`config.mk`:
```
export PLATFORM = sky130hd
export DESIGN_NAME = mvm_uart_ctrl
export DESIGN_NICKNAME = d
export VERILOG_FILES = /design/src/rtl/mvm_uart_pkg.sv /design/src/rtl/mvm_uart_ctrl.sv
export SDC_FILE = /design/constraint.sdc
export NUM_CORES = 1
export LEC_CHECK = 0
export CORE_MARGIN = 3
export CORE_UTILIZATION = 51
export DETAILED_ROUTE_END_ITERATION = 8
export PLACE_DENSITY = 0.9
export REMOVE_ABC_BUFFERS = 1
export SETUP_SLACK_MARGIN = 0.1
export SYNTH_ARGS = -nofsm -noshare
export SYNTH_HDL_FRONTEND = slang
export SYNTH_SLANG_ARGS = --single-unit
```
`constraint.sdc`:
```
create_clock -name clk -period 2.95 [get_ports clk]
set_input_delay 0.59 -clock clk [delete_from_list [all_inputs] [get_ports clk]]
set_output_delay 0.59 -clock clk [all_outputs]
set_load 0.1 [all_outputs]
```
`src/rtl/mvm_uart_pkg.sv`:
```
// Shared types and derived sizes for the UART <-> MVM frame sequencer.
// Used by mvm_uart_ctrl, tt_um_uart_mvm and the benches.
package mvm_uart_pkg;

  typedef enum logic [1:0] {COLLECT, START, WAIT, SEND} state_e;

  localparam int MVM_R             = 2;
  localparam int MVM_C             = 2;
  localparam int MVM_W_X           = 4;
  localparam int MVM_W_K           = 4;
  localparam int MVM_W_Y_OUT       = 8;
  localparam int MVM_BITS_PER_WORD = 8;
  localparam int MVM_W_BUS_KX      = MVM_R*MVM_C*MVM_W_K + MVM_C*MVM_W_X;
  localparam int MVM_W_BUS_Y       = MVM_R*MVM_W_Y_OUT;
  localparam int MVM_N_WORDS_KX    = MVM_W_BUS_KX / MVM_BITS_PER_WORD;
  localparam int MVM_N_WORDS_Y     = MVM_W_BUS_Y / MVM_BITS_PER_WORD;

  // Counter width for a counter that runs 0..n-1; never narrower than 1 bit.
  function automatic int cnt_width(input int n);
    return (n > 1) ? $clog2(n) : 1;
  endfunction

endpackage

```
`src/rtl/mvm_uart_ctrl.sv`:
```
// Frame sequencer: assembles UART bytes into the MVM operand bus, fires the
// MVM, captures its result and streams it back out under valid/ready.
module mvm_uart_ctrl
  import mvm_uart_pkg::*;
#(
  parameter int R              = MVM_R,
  parameter int C              = MVM_C,
  parameter int W_X            = MVM_W_X,
  parameter int W_K            = MVM_W_K,
  parameter int W_Y_OUT        = MVM_W_Y_OUT,
  parameter int BITS_PER_WORD  = MVM_BITS_PER_WORD,
  parameter int TIMEOUT_CYCLES = 1024
) (
  input  logic                            clk,
  input  logic                            rst,
  input  logic [BITS_PER_WORD-1:0]        rx_data,
  input  logic                            rx_valid,
  output logic [R*C*W_K+C*W_X-1:0]        mvm_kx,
  output logic                            mvm_start,
  input  logic [R*W_Y_OUT-1:0]            mvm_y,
  input  logic                            mvm_y_valid,
  output logic [BITS_PER_WORD-1:0]        tx_data,
  output logic                            tx_valid,
  input  logic                            tx_ready,
  output logic                            busy,
  output logic                            overrun,
  output logic                            timeout
);

  localparam int W_BUS_KX   = R*C*W_K + C*W_X;
  localparam int W_BUS_Y    = R*W_Y_OUT;
  localparam int N_WORDS_KX = W_BUS_KX / BITS_PER_WORD;
  localparam int N_WORDS_Y  = W_BUS_Y / BITS_PER_WORD;
  localparam int CNT_W      = cnt_width(N_WORDS_KX);
  localparam int WCNT_W     = cnt_width(N_WORDS_Y);
  localparam int IDLE_W     = cnt_width(TIMEOUT_CYCLES);

  if ((W_BUS_KX % BITS_PER_WORD) != 0 || (W_BUS_Y % BITS_PER_WORD) != 0) begin : g_bad_width
    $error("mvm_uart_ctrl: KX and Y bus widths must be whole multiples of BITS_PER_WORD");
  end

  state_e                    state_q, state_d;
  logic [CNT_W-1:0]          cnt_q, cnt_d;
  logic [IDLE_W-1:0]         idle_q, idle_d;
  logic [WCNT_W-1:0]         wcnt_q, wcnt_d;
  logic [W_BUS_KX-1:0]       shadow_q, shadow_d;
  logic [W_BUS_KX-1:0]       kx_q, kx_d;
  logic [W_BUS_Y-1:0]        y_q, y_d;
  logic [BITS_PER_WORD-1:0]  tx_data_q, tx_data_d;
  logic                      tx_valid_q, tx_valid_d;
  logic                      overrun_q, overrun_d;
  logic                      timeout_q, timeout_d;

  always_comb begin
    state_d    = state_q;
    cnt_d      = cnt_q;
    idle_d     = idle_q;
    wcnt_d     = wcnt_q;
    shadow_d   = shadow_q;
    kx_d       = kx_q;
    y_d        = y_q;
    tx_data_d  = tx_data_q;
    tx_valid_d = tx_valid_q;
    overrun_d  = 1'b0;
    timeout_d  = 1'b0;

    // Bytes arriving while a frame is in flight are dropped, never queued.
    if (state_q != COLLECT && rx_valid) overrun_d = 1'b1;

    case (state_q)
      COLLECT: begin
        if (rx_valid) begin
          shadow_d[int'(cnt_q)*BITS_PER_WORD +: BITS_PER_WORD] = rx_data;
          idle_d = '0;
          if (cnt_q == CNT_W'(N_WORDS_KX-1)) begin
            kx_d    = shadow_d;
            cnt_d   = '0;
            state_d = START;
          end else begin
            cnt_d = cnt_q + 1'b1;
          end
        end else if (TIMEOUT_CYCLES > 0 && cnt_q != '0) begin
          if (idle_q == IDLE_W'(TIMEOUT_CYCLES-1)) begin
            cnt_d     = '0;
            idle_d    = '0;
            shadow_d  = '0;
            timeout_d = 1'b1;
          end else begin
            idle_d = idle_q + 1'b1;
          end
        end
      end
      START, WAIT: begin
        // A result landing in the START cycle is taken as well.
        if (mvm_y_valid) begin
          y_d        = mvm_y;
          wcnt_d     = '0;
          tx_valid_d = 1'b1;
          tx_data_d  = mvm_y[BITS_PER_WORD-1:0];
          state_d    = SEND;
        end else begin
          state_d = WAIT;
        end
      end
      SEND: begin
        if (tx_valid_q && tx_ready) begin
          if (wcnt_q == WCNT_W'(N_WORDS_Y-1)) begin
            tx_valid_d = 1'b0;
            wcnt_d     = '0;
            state_d    = COLLECT;
          end else begin
            wcnt_d    = wcnt_q + 1'b1;
            tx_data_d = y_q[(int'(wcnt_q)+1)*BITS_PER_WORD +: BITS_PER_WORD];
          end
        end
      end
      default: state_d = COLLECT;
    endcase
  end

  always_ff @(posedge clk or posedge rst) begin
    if (rst) begin
      state_q    <= COLLECT;
      cnt_q      <= '0;
      idle_q     <= '0;
      wcnt_q     <= '0;
      shadow_q   <= '0;
      kx_q       <= '0;
      y_q        <= '0;
      tx_data_q  <= '0;
      tx_valid_q <= 1'b0;
      overrun_q  <= 1'b0;
      timeout_q  <= 1'b0;
    end else begin
      state_q    <= state_d;
      cnt_q      <= cnt_d;
      idle_q     <= idle_d;
      wcnt_q     <= wcnt_d;
      shadow_q   <= shadow_d;
      kx_q       <= kx_d;
      y_q        <= y_d;
      tx_data_q  <= tx_data_d;
      tx_valid_q <= tx_valid_d;
      overrun_q  <= overrun_d;
      timeout_q  <= timeout_d;
    end
  end

  assign mvm_kx    = kx_q;
  assign mvm_start = (state_q == START);
  assign busy      = (state_q != COLLECT);
  assign tx_data   = tx_data_q;
  assign tx_valid  = tx_valid_q;
  assign overrun   = overrun_q;
  assign timeout   = timeout_q;

endmodule

```
# [After elaboration in Yosys (flattened, before gate mapping)]
# Index checks and enable logic that the tools add are counted.
[totals] regBits=90 latchBits=0 mem_bits_rw=0 rom_bits=0 input_bits=29 out_inout_bits=37 wordCells=81 mem_count=0
[op_classes] addsub=5 n_mul=0 div_mod_pow=0 n_lt_le_gt_ge=0 eq_ne=11 shifts=3 mux=34 bitwise=0 reduce_logical=17
[op_table] operator="$mux 24" n=3
[op_table] operator="$neg 5->33" n=1
[op_table] operator="$shift 8x33->24 const A" n=1
[op_table] operator="$shiftx 8x33->24" n=1
[op_table] operator="$mux 10" n=3
[op_table] operator="$bwmux 24" n=1
[op_table] operator="$mux 8" n=3
[op_table] operator="$mux 2" n=8
[op_table] operator="$pmux 8 s2" n=1
[op_table] operator="$shiftx 16x6->8" n=1
[op_table] operator="$mux 1" n=12
[op_table] operator="$ne 2x2->1 const B" n=6
[op_table] operator="$reduce_and 4->1" n=3
[op_table] operator="$add 10x1->10 const B" n=1
[op_table] operator="$eq 10x10->1 const B" n=1
[op_table] operator="$reduce_bool 2->1" n=5
[op_table] operator="$reduce_and 3->1" n=3
[op_table] operator="$eq 2x2->1 const B" n=3
[op_table] operator="$pmux 2 s3" n=1
[op_table] operator="$pmux 1 s2" n=2
[op_table] operator="$reduce_and 2->1" n=2
[op_table] operator="$add 1x1->2 const B" n=1
[op_table] operator="$add 2x1->2 const B" n=1
[op_table] operator="$eq 2x1->1 const B" n=1
[op_table] operator="4 further kinds" n=5

# [Depth between registers and ports, before layout]
# Gate-level depths: netlist (run 1).
[depth] word_depth=5 mapped_depth=7 ltp_nobuf=6

# [Worst setup path before layout (run 1)]
# No wires, ideal clock.
[synth_path] path_kind="reg-to-reg" startpoint="register tx_valid_q, in the netlist tx_valid" endpoint="register tx_data_q[6], in the netlist tx_data[6]" setup_ns=0.137 t_arrival_ns=1.909 required_time_ns=2.813 path_slack_ns=0.904 path_stages_with_launch=6 n_path_buf=1 period_less_slack_ns=2.046 path_cell_list="dfrtp_1 a21boi_0 or2_2 clkbuf_1 o31ai_1 a21oi_1"
[synth_via] elab_chain_len=3
[synth_rtl] item="from (decl)" line="mvm_uart_ctrl.sv:50" source="logic tx_valid_q, tx_valid_d;"
[synth_rtl] item="from (signal assigned)" line="mvm_uart_ctrl.sv:143" source="tx_valid_q <= tx_valid_d;"
[synth_rtl] item="$logic_and 1x1->1" line="mvm_uart_ctrl.sv:106" source="if (tx_valid_q && tx_ready) begin"
[synth_rtl] item="$ne 2x2->1 (no line)"
[synth_rtl] item="$reduce_and 4->1 (no line)"
[synth_rtl] item="to (signal assigned)" line="mvm_uart_ctrl.sv:142" source="tx_data_q <= tx_data_d;"
[synth_rtl] item="to (decl)" line="mvm_uart_ctrl.sv:49" source="logic [BITS_PER_WORD-1:0] tx_data_q, tx_data_d;"
# Every way passes these cells.
# A chain may end at the register's enable or synchronous reset.

# [Worst setup path after layout (run 1)]
[layout_path] startpoint="register state_q[0]" endpoint="output port busy"
[layout_via] elab_chain_len=1
[layout_rtl] item="from (decl)" line="mvm_uart_ctrl.sv:42" source="state_e state_q, state_d;"
[layout_rtl] item="from (signal assigned)" line="mvm_uart_ctrl.sv:135" source="state_q <= state_d;"
[layout_rtl] item="$reduce_bool 2->1" line="mvm_uart_ctrl.sv:151" source="assign busy = (state_q != COLLECT);"
[layout_rtl] item="to (decl)" line="mvm_uart_ctrl.sv:25" source="output logic busy,"
# Every way passes these cells.

==> results of run 1 <==
==> where the power goes <==
group	internal (W)	switching [W]	total [W]
Combinational	0.0000404	0.0000445	0.0000849
Clock	0.000381	0.000377	0.000758
Sequential	0.00101	0.000000282	0.00101
Total	0.00144	0.000421	0.00186
==> synth_stat cells (2+ instances only) <==
| library cell | instances |
|---|---|
| mux2_2 | 9 |
| o21ai_0 | 28 |
| a22o_1 | 24 |
| nor2b_1 | 19 |
| ha_1 | 8 |
| o31ai_1 | 9 |
| nand4_1 | 3 |
| a21oi_1 | 26 |
| mux2i_1 | 3 |
| nor2_1 | 6 |
| dfrtp_1 | 74 |
| o21ai_1 | 2 |
| nor4_1 | 3 |
| nand2_1 | 32 |
| or2_2 | 2 |
| and2_1 | 7 |
| o2bb2ai_1 | 2 |
| nand2b_1 | 9 |
| o22ai_1 | 8 |
| inv_1 | 7 |
| buf_2 | 6 |
| clkbuf_1 | 13 |
| and3_1 | 3 |
| nand3_1 | 9 |
==> area by class of cell <==
| cell class | instances | area (um2) | share of cell area, % |
|---|---|---|---|
| sequential | 74 | 1850 | 43.6 |
| multi-input combinational | 229 | 1490 | 35.0 |
| timing repair buffer | 69 | 601 | 14.2 |
| clock buffer | 9 | 124 | 2.92 |
| tap | 77 | 96.3 | 2.27 |
| clock inverter | 5 | 57.6 | 1.36 |
| inverter | 7 | 26.3 | 0.619 |
==> flip-flops by register name (all words and copies together) (netlist names), 2 cells and up <==
| register | count |
|---|---|
| mvm_kx | 24 |
| shadow_q | 16 |
| idle_q | 10 |
| tx_data | 8 |
| y_q | 8 |
| cnt_q | 2 |
| state_q | 2 |
==> stage by stage <==
stage          hold WS [ps]  instance area, um2
2_1_floorplan           458                3360
3_3_place_gp            470                4060
3_5_place_dp            474                4060
4_1_cts                 497                4240
5_1_grt                 524                4240
6_report                497                4240
==> logic make-up (layout without fill, tap and decap cells) <==
kind of cell    Yosys count  in the layout  share of synthesized area (%)
compound gates          104            104                           19.4
fa+ha+maj                 8              8                           2.91
flops                    74             74                           53.8
simple gates            104            104                           16.8
buf+inv                  26             90                           3.05
mux                      12             12                           3.82
xor+xnor                  1              1                          0.254
==> worst max path at each step <==
stage	to	slack, ps	from	depth (start not counted)
2_1_floorplan	cnt_q[0]$_DFFE_PP0P_	480	rst	1
3_3_place_gp	idle_q[5]$_DFFE_PP0P_	510	rx_valid	5
3_5_place_dp	shadow_q[11]$_DFFE_PP0P_	370	rx_valid	5
4_1_cts	busy	540	state_q[0]$_DFFE_PP0P_	4
5_1_grt	busy	390	state_q[1]$_DFFE_PP0P_	4
6_report	busy	540	state_q[0]$_DFFE_PP0P_	4
==> routing by layer <==
| layer | routed length (um) | track usage (%) | part of all wire [%] | vias to the layer above |
|---|---|---|---|---|
| met5 | 0 | 0 | 0 | - |
| met4 | 167 | 11.0 | 2.1 | 0 |
| met3 | 446 | 3.67 | 5.6 | 14 |
| met2 | 3690 | 33.1 | 47 | 81 |
| met1 | 3600 | 29.3 | 46 | 1319 |
| li1 | - | - | - | 1306 |
==> worst register-to-register path: cells and delay by family (launching register included) <==
kind / cells / cell delay (ps)
simple gates: 2 / 340
compound gates: 2 / 760
fa+ha+maj: 1 / 570
flops: 1 / 450
buf+inv: 1 / 140
==> results.tsv, run 1 <==
metric	value	unit
outcome	finished, final reports clean	
Post-Syn Instances	329	
Diodes inserted	0	
Post-Place Cells	456	
maximum number of pins on one net before global-route repair	75	
Post-Route Setup TNS	0	ps
Global Route Usage Sum	21.5	%
min-delay src	mvm_kx[6]$_DFFE_PP0P_	
R2R Setup Slk	640	ps
Tmin final	2410	ps
most common cell after layout, fill and taps aside	dfrtp_1	
Reg-to-Reg Start	cnt_q[0]$_DFFE_PP0P_	
Worst EP required	2360	ps
global-route wire length before repair	12.9	mm
final core utilization	65.7	%
Overflow after GRT	0	
critical path's slowest cell	ha_1	
DPL Wire Length	5.36	mm
Routed Antenna Nets	0	
Post-synth ARST share	100	%
CP Launch Type	flip-flop	
WP buf/inv	3	
Nets	427	
max-cap violations	0	
vias	2720	
DIE AREA	7770	um2
Cell Count, Final, Fillers Out	470	
Synth area leaders	dfrtp_1 (54%), a22o_1 (6.1%), o21ai_0 (4.1%), a21oi_1 (3.8%), nand2_1 (3.5%)	
Post-CTS Hold Buffers	0	
highest clock rate	0.414	GHz
Hold Crit Class	flip-flop to flip-flop	
Vias/cell	5.79	
RD Place Congestion	0.833	
maximum VDD drop	308	uV
hold depth	2	
Leak	1.99	nW
Final Hold Viols	0	
Port Buffer Count	65	
H-tree Lvls	3	
Routed WL per cell	16.8	um
Starting DRT DRC Count	130	
R2R Path End	shadow_q[11]$_DFFE_PP0P_	
RSZ-0062 raised after global routing	no	
Cell Pwr Density	438	nW/um2
Synth cell types	41	
starting density of the core	53.3	%
ratio of cells with drive above 1 in the final layout	17.8	%
root buf cell	clkbuf_8	
number of synthesized flops with an enable pin	0	
Die Wd	88.2	um
Slew HR	55.7	%
Post-Place Setup Slack	371	ps
Final setup viols	0	
cell taking the most area after synthesis	dfrtp_1	
number of gates resized after cts	0	
vias in the first global route	2736	
Die Y	88.2	um
TritonCTS clock tree	done	
Core Region	6460	um2
crit-path max cell delay	440	ps
Reg2Reg Depth	6	
#FFs+latches synth	74	
crit path cell chain	inv_1, ha_1, inv_1, buf_4	
Avg Inst Size Synth	10.5	um2
Clock Path Buffers	2	
crit end category	output pin	
cell family with the largest share of critical-path delay	buffers and inverters	
Clock Latency Late Sink	360	ps
post-synthesis sequential area ratio	53.8	%
Max Slew Vio Count	0	
Arrival @ worst endpoint	1820	ps
critical path class	flip-flop to output pin	
TritonCTS Buffers	9	
Pre-Repair DR Iteration Count	4	
# DRC	0	
crit path max fanout	13	
Filler Cell Count	508	
Post-Syn Area	3440	um2
cell mode on critical path	inv_1	
num ports	66	
antenna violations before repair	0	
Worst Skew	9.21	ps
Overall Power	0.00186	W
Core Rows	29	
area growth from synthesis to layout	23.2	%
most frequent cells in the layout	dfrtp_1 (74), buf_4 (40), nand2_1 (32)	
Worst Slack Setup Final	536	ps
overall routed net length	7.90	mm
Post-CTS Setup Inserts	0	
Tcrit/Tclk final	81.8	%
clk sinks	74	
Hold EP	mvm_kx[6]$_DFFE_PP0P_	
share of the synthesized area in the top cell type	53.8	%
synth warn	0	
Worst-Margin Slew	662	ps
Synth Flop Type	dfrtp_1	
clk slew on worst S/H paths	80	ps
Note: power is estimated with default switching activity, not from simulation.
==> run 2: changes to the inputs <==
clock period = 2.35 ns   (was 2.95 ns; I/O delays follow)
==> run 2 against run 1 <==
Against the previous run: clock skew up 2.2 ps; clock-buffer cell count up 2; non-clock buffer count up 10; sequential share of layout area down 1.1 points; power up 22%; via count up 4.4%; die area unchanged; combinational power up 33%; register-to-register slack worse by 370 ps; critical path type is now flip-flop to flip-flop; largest cell class unchanged; highest routed layer unchanged.
==> results.tsv, run 2 (synthesized netlist as in run 1, its figures left out) <==
metric	value	unit	change
outcome	finished, final reports clean		
max-cap violations	0		unchanged
Die Y	88.2	um	unchanged
Worst Slack Setup Final	273	ps	-263 ps
DPL Wire Length	5.85	mm	+9.2%
critical path class	flip-flop to flip-flop		
Overflow after GRT	0		unchanged
min-delay src	mvm_kx[21]$_DFFE_PP0P_		
highest clock rate	0.482	GHz	
Clock Latency Late Sink	340	ps	-20 ps
Core Rows	29		unchanged
Hold Slack	488	ps	-9.33 ps
number of flip-flops in the largest register	24		unchanged
Reg-to-Reg Start	cnt_q[0]$_DFFE_PP0P_		
WP buf/inv	1		-2
crit path max fanout	10		-3
most common cell after layout, fill and taps aside	dfrtp_1		
Max Slew Vio Count	0		unchanged
DIE AREA	7770	um2	unchanged
Pre-Repair DR Iteration Count	4		unchanged
crit end category	flip-flop		
Diodes inserted	0		unchanged
Sw Ratio	23.3	%	+0.61 points
area growth from synthesis to layout	26.3	%	
hold depth	2		unchanged
ratio of cells with drive above 1 in the final layout	20.5	%	+2.7 points
H-tree Lvls	3		unchanged
clk slew on worst S/H paths	80	ps	about the same
Clock Path Buffers	2		unchanged
crit path from	cnt_q[0]$_DFFE_PP0P_		
Post-Place Setup Slack	91.3	ps	-280 ps
Die Wd	88.2	um	unchanged
Comb pwr share	5.0	%	+0.4 points
Core Region	6460	um2	unchanged
crit path cell chain	inv_1, ha_1, nor2_1, nor4b_2, o21ai_1, a22o_1		
root buf cell	clkbuf_8		
Sw Pwr	0.000530	W	+26%
RD Place Congestion	0.824		-1.1%
Worst Skew	11.4	ps	+2.19 ps
overall routed net length	8.09	mm	+2.4%
Reg2Reg Depth	6		unchanged
Port Buffer Count	65		unchanged
Routed Antenna Nets	0		unchanged
Cell Pwr Density	523	nW/um2	+19%
Final setup viols	0		unchanged
clk sinks	74		unchanged
maximum VDD drop	296	uV	-3.9%
proportion of power drawn by the clock network	39.0	%	-1.8 points
Global Route Usage Sum	22.3	%	+0.79 points
Tmin final	2080	ps	
Nets	437		+2.3%
Worst-Margin Slew	560	ps	-102 ps
final instance area	4350	um2	+2.5%
number of cells on the critical path	6		+2
final core utilization	67.3	%	+1.6 points
Seq pwr share	56.0	%	+1.4 points
RSZ-0062 raised after global routing	no		
CP Launch Type	flip-flop		
global-route wire length before repair	13.4	mm	+3.9%
Final Hold Viols	0		unchanged
Worst EP required	2580	ps	+220 ps
vias	2841		+4.4%
Post-CTS Hold Buffers	0		unchanged
cell family with the largest share of critical-path delay	compound AO/OA/AOI/OAI gates		
maximum number of pins on one net before global-route repair	46		-39%
# DRC	0		unchanged
Leak	2.04	nW	+2.5%
Arrival @ worst endpoint	2300	ps	+480 ps
crit-path max cell delay	470	ps	+30 ps
most frequent cells in the layout	dfrtp_1 (74), buf_4 (48), nand2_1 (32)		
starting density of the core	53.3	%	unchanged
vias in the first global route	2819		+3.0%
Post-Route Setup TNS	0	ps	unchanged
Starting DRT DRC Count	214		+65%
TritonCTS clock tree	done		
critical path's slowest cell	dfrtp_1		
Pint	0.00174	W	+22%
TritonCTS Buffers	9		unchanged
Tcrit/Tclk final	88.4	%	
num ports	66		unchanged
Cell Area, Placed	4160	um2	+2.5%
antenna violations before repair	0		unchanged
Hold Crit Class	flip-flop to flip-flop		
Slew HR	62.4	%	+6.7 points
Vias/cell	5.89		+1.8%
Filler Cell Count	497		-2.2%
Routed WL per cell	16.8	um	-0.15%
-- run 2: cell types whose count changed in the layout (fill, tap and decap cells not counted), sizes merged --
cell      delta
inv          +1
clkbuf       +2
clkinvlp     +2
bufinv       -1
clkinv       -2
buf         +10
-- run 2: path summary, 6_finish.rpt --
| kind | end | slack (ps) |
|---|---|---|
| setup / recovery | shadow_q[1]$_DFFE_PP0P_ | 270 |
| max in group asynchronous | idle_q[0]$_DFFE_PP0P_ | 1600 |
| setup reg to reg | shadow_q[1]$_DFFE_PP0P_ | 270 |
| min in group asynchronous | mvm_kx[12]$_DFFE_PP0P_ | 500 |
| hold reg to reg | mvm_kx[21]$_DFFE_PP0P_ | 490 |
| hold / removal | mvm_kx[21]$_DFFE_PP0P_ | 490 |
-- run 2: routing by layer --
metal / share of wire [%] / wire length, um / up-vias / track usage, %
li1: - / - / 1332 / -
met1: 44 / 3550 / 1410 / 29.9
met2: 49 / 4000 / 88 / 36.3
met3: 5.0 / 407 / 11 / 4.33
met4: 1.7 / 136 / 0 / 7.83
met5: 0 / 0 / - / 0
-- run 2: power groups by stage --
stage               clock network, W   logic, W  registers (W)
finish                      0.000888   0.000113        0.00127
global route                0.000970   0.000124        0.00127
CTS                         0.000908   0.000115        0.00127
detailed placement                 0   0.000115        0.00130
global placement                   0   0.000114        0.00130
floorplan                          0  0.0000267        0.00131
-- run 2: worst min-delay path, cell delays in order (launching register included) --
cell and delay [ps]:
dfrtp_1 350, nand2_1 50, o21ai_0 60
-- run 2: stage by stage --
step | instances | power [W]
final | 482 | 0.00227
after global routing | 482 | 0.00237
after CTS | 482 | 0.00230
after detailed placement | 466 | 0.00141
after global placement | 466 | 0.00141
after floorplan | 310 | 0.00133
-- run 2: cell type report --
type / count / area (um2) / share of cell area (%)
Sequential cell: 74 / 1850 / 42.6
Multi-Input combinational cell: 229 / 1500 / 34.4
Clock inverter: 5 / 37.5 / 0.863
Inverter: 7 / 26.3 / 0.604
Tap cell: 77 / 96.3 / 2.22
Clock buffer: 11 / 141 / 3.25
Timing Repair Buffer: 79 / 701 / 16.1
-- run 2: timing repair --
item / 4_1_cts / 5_1_grt
setup buffers: 0 / 0
resized for setup: 0 / 2
setup endpoints to repair: 0 / 6
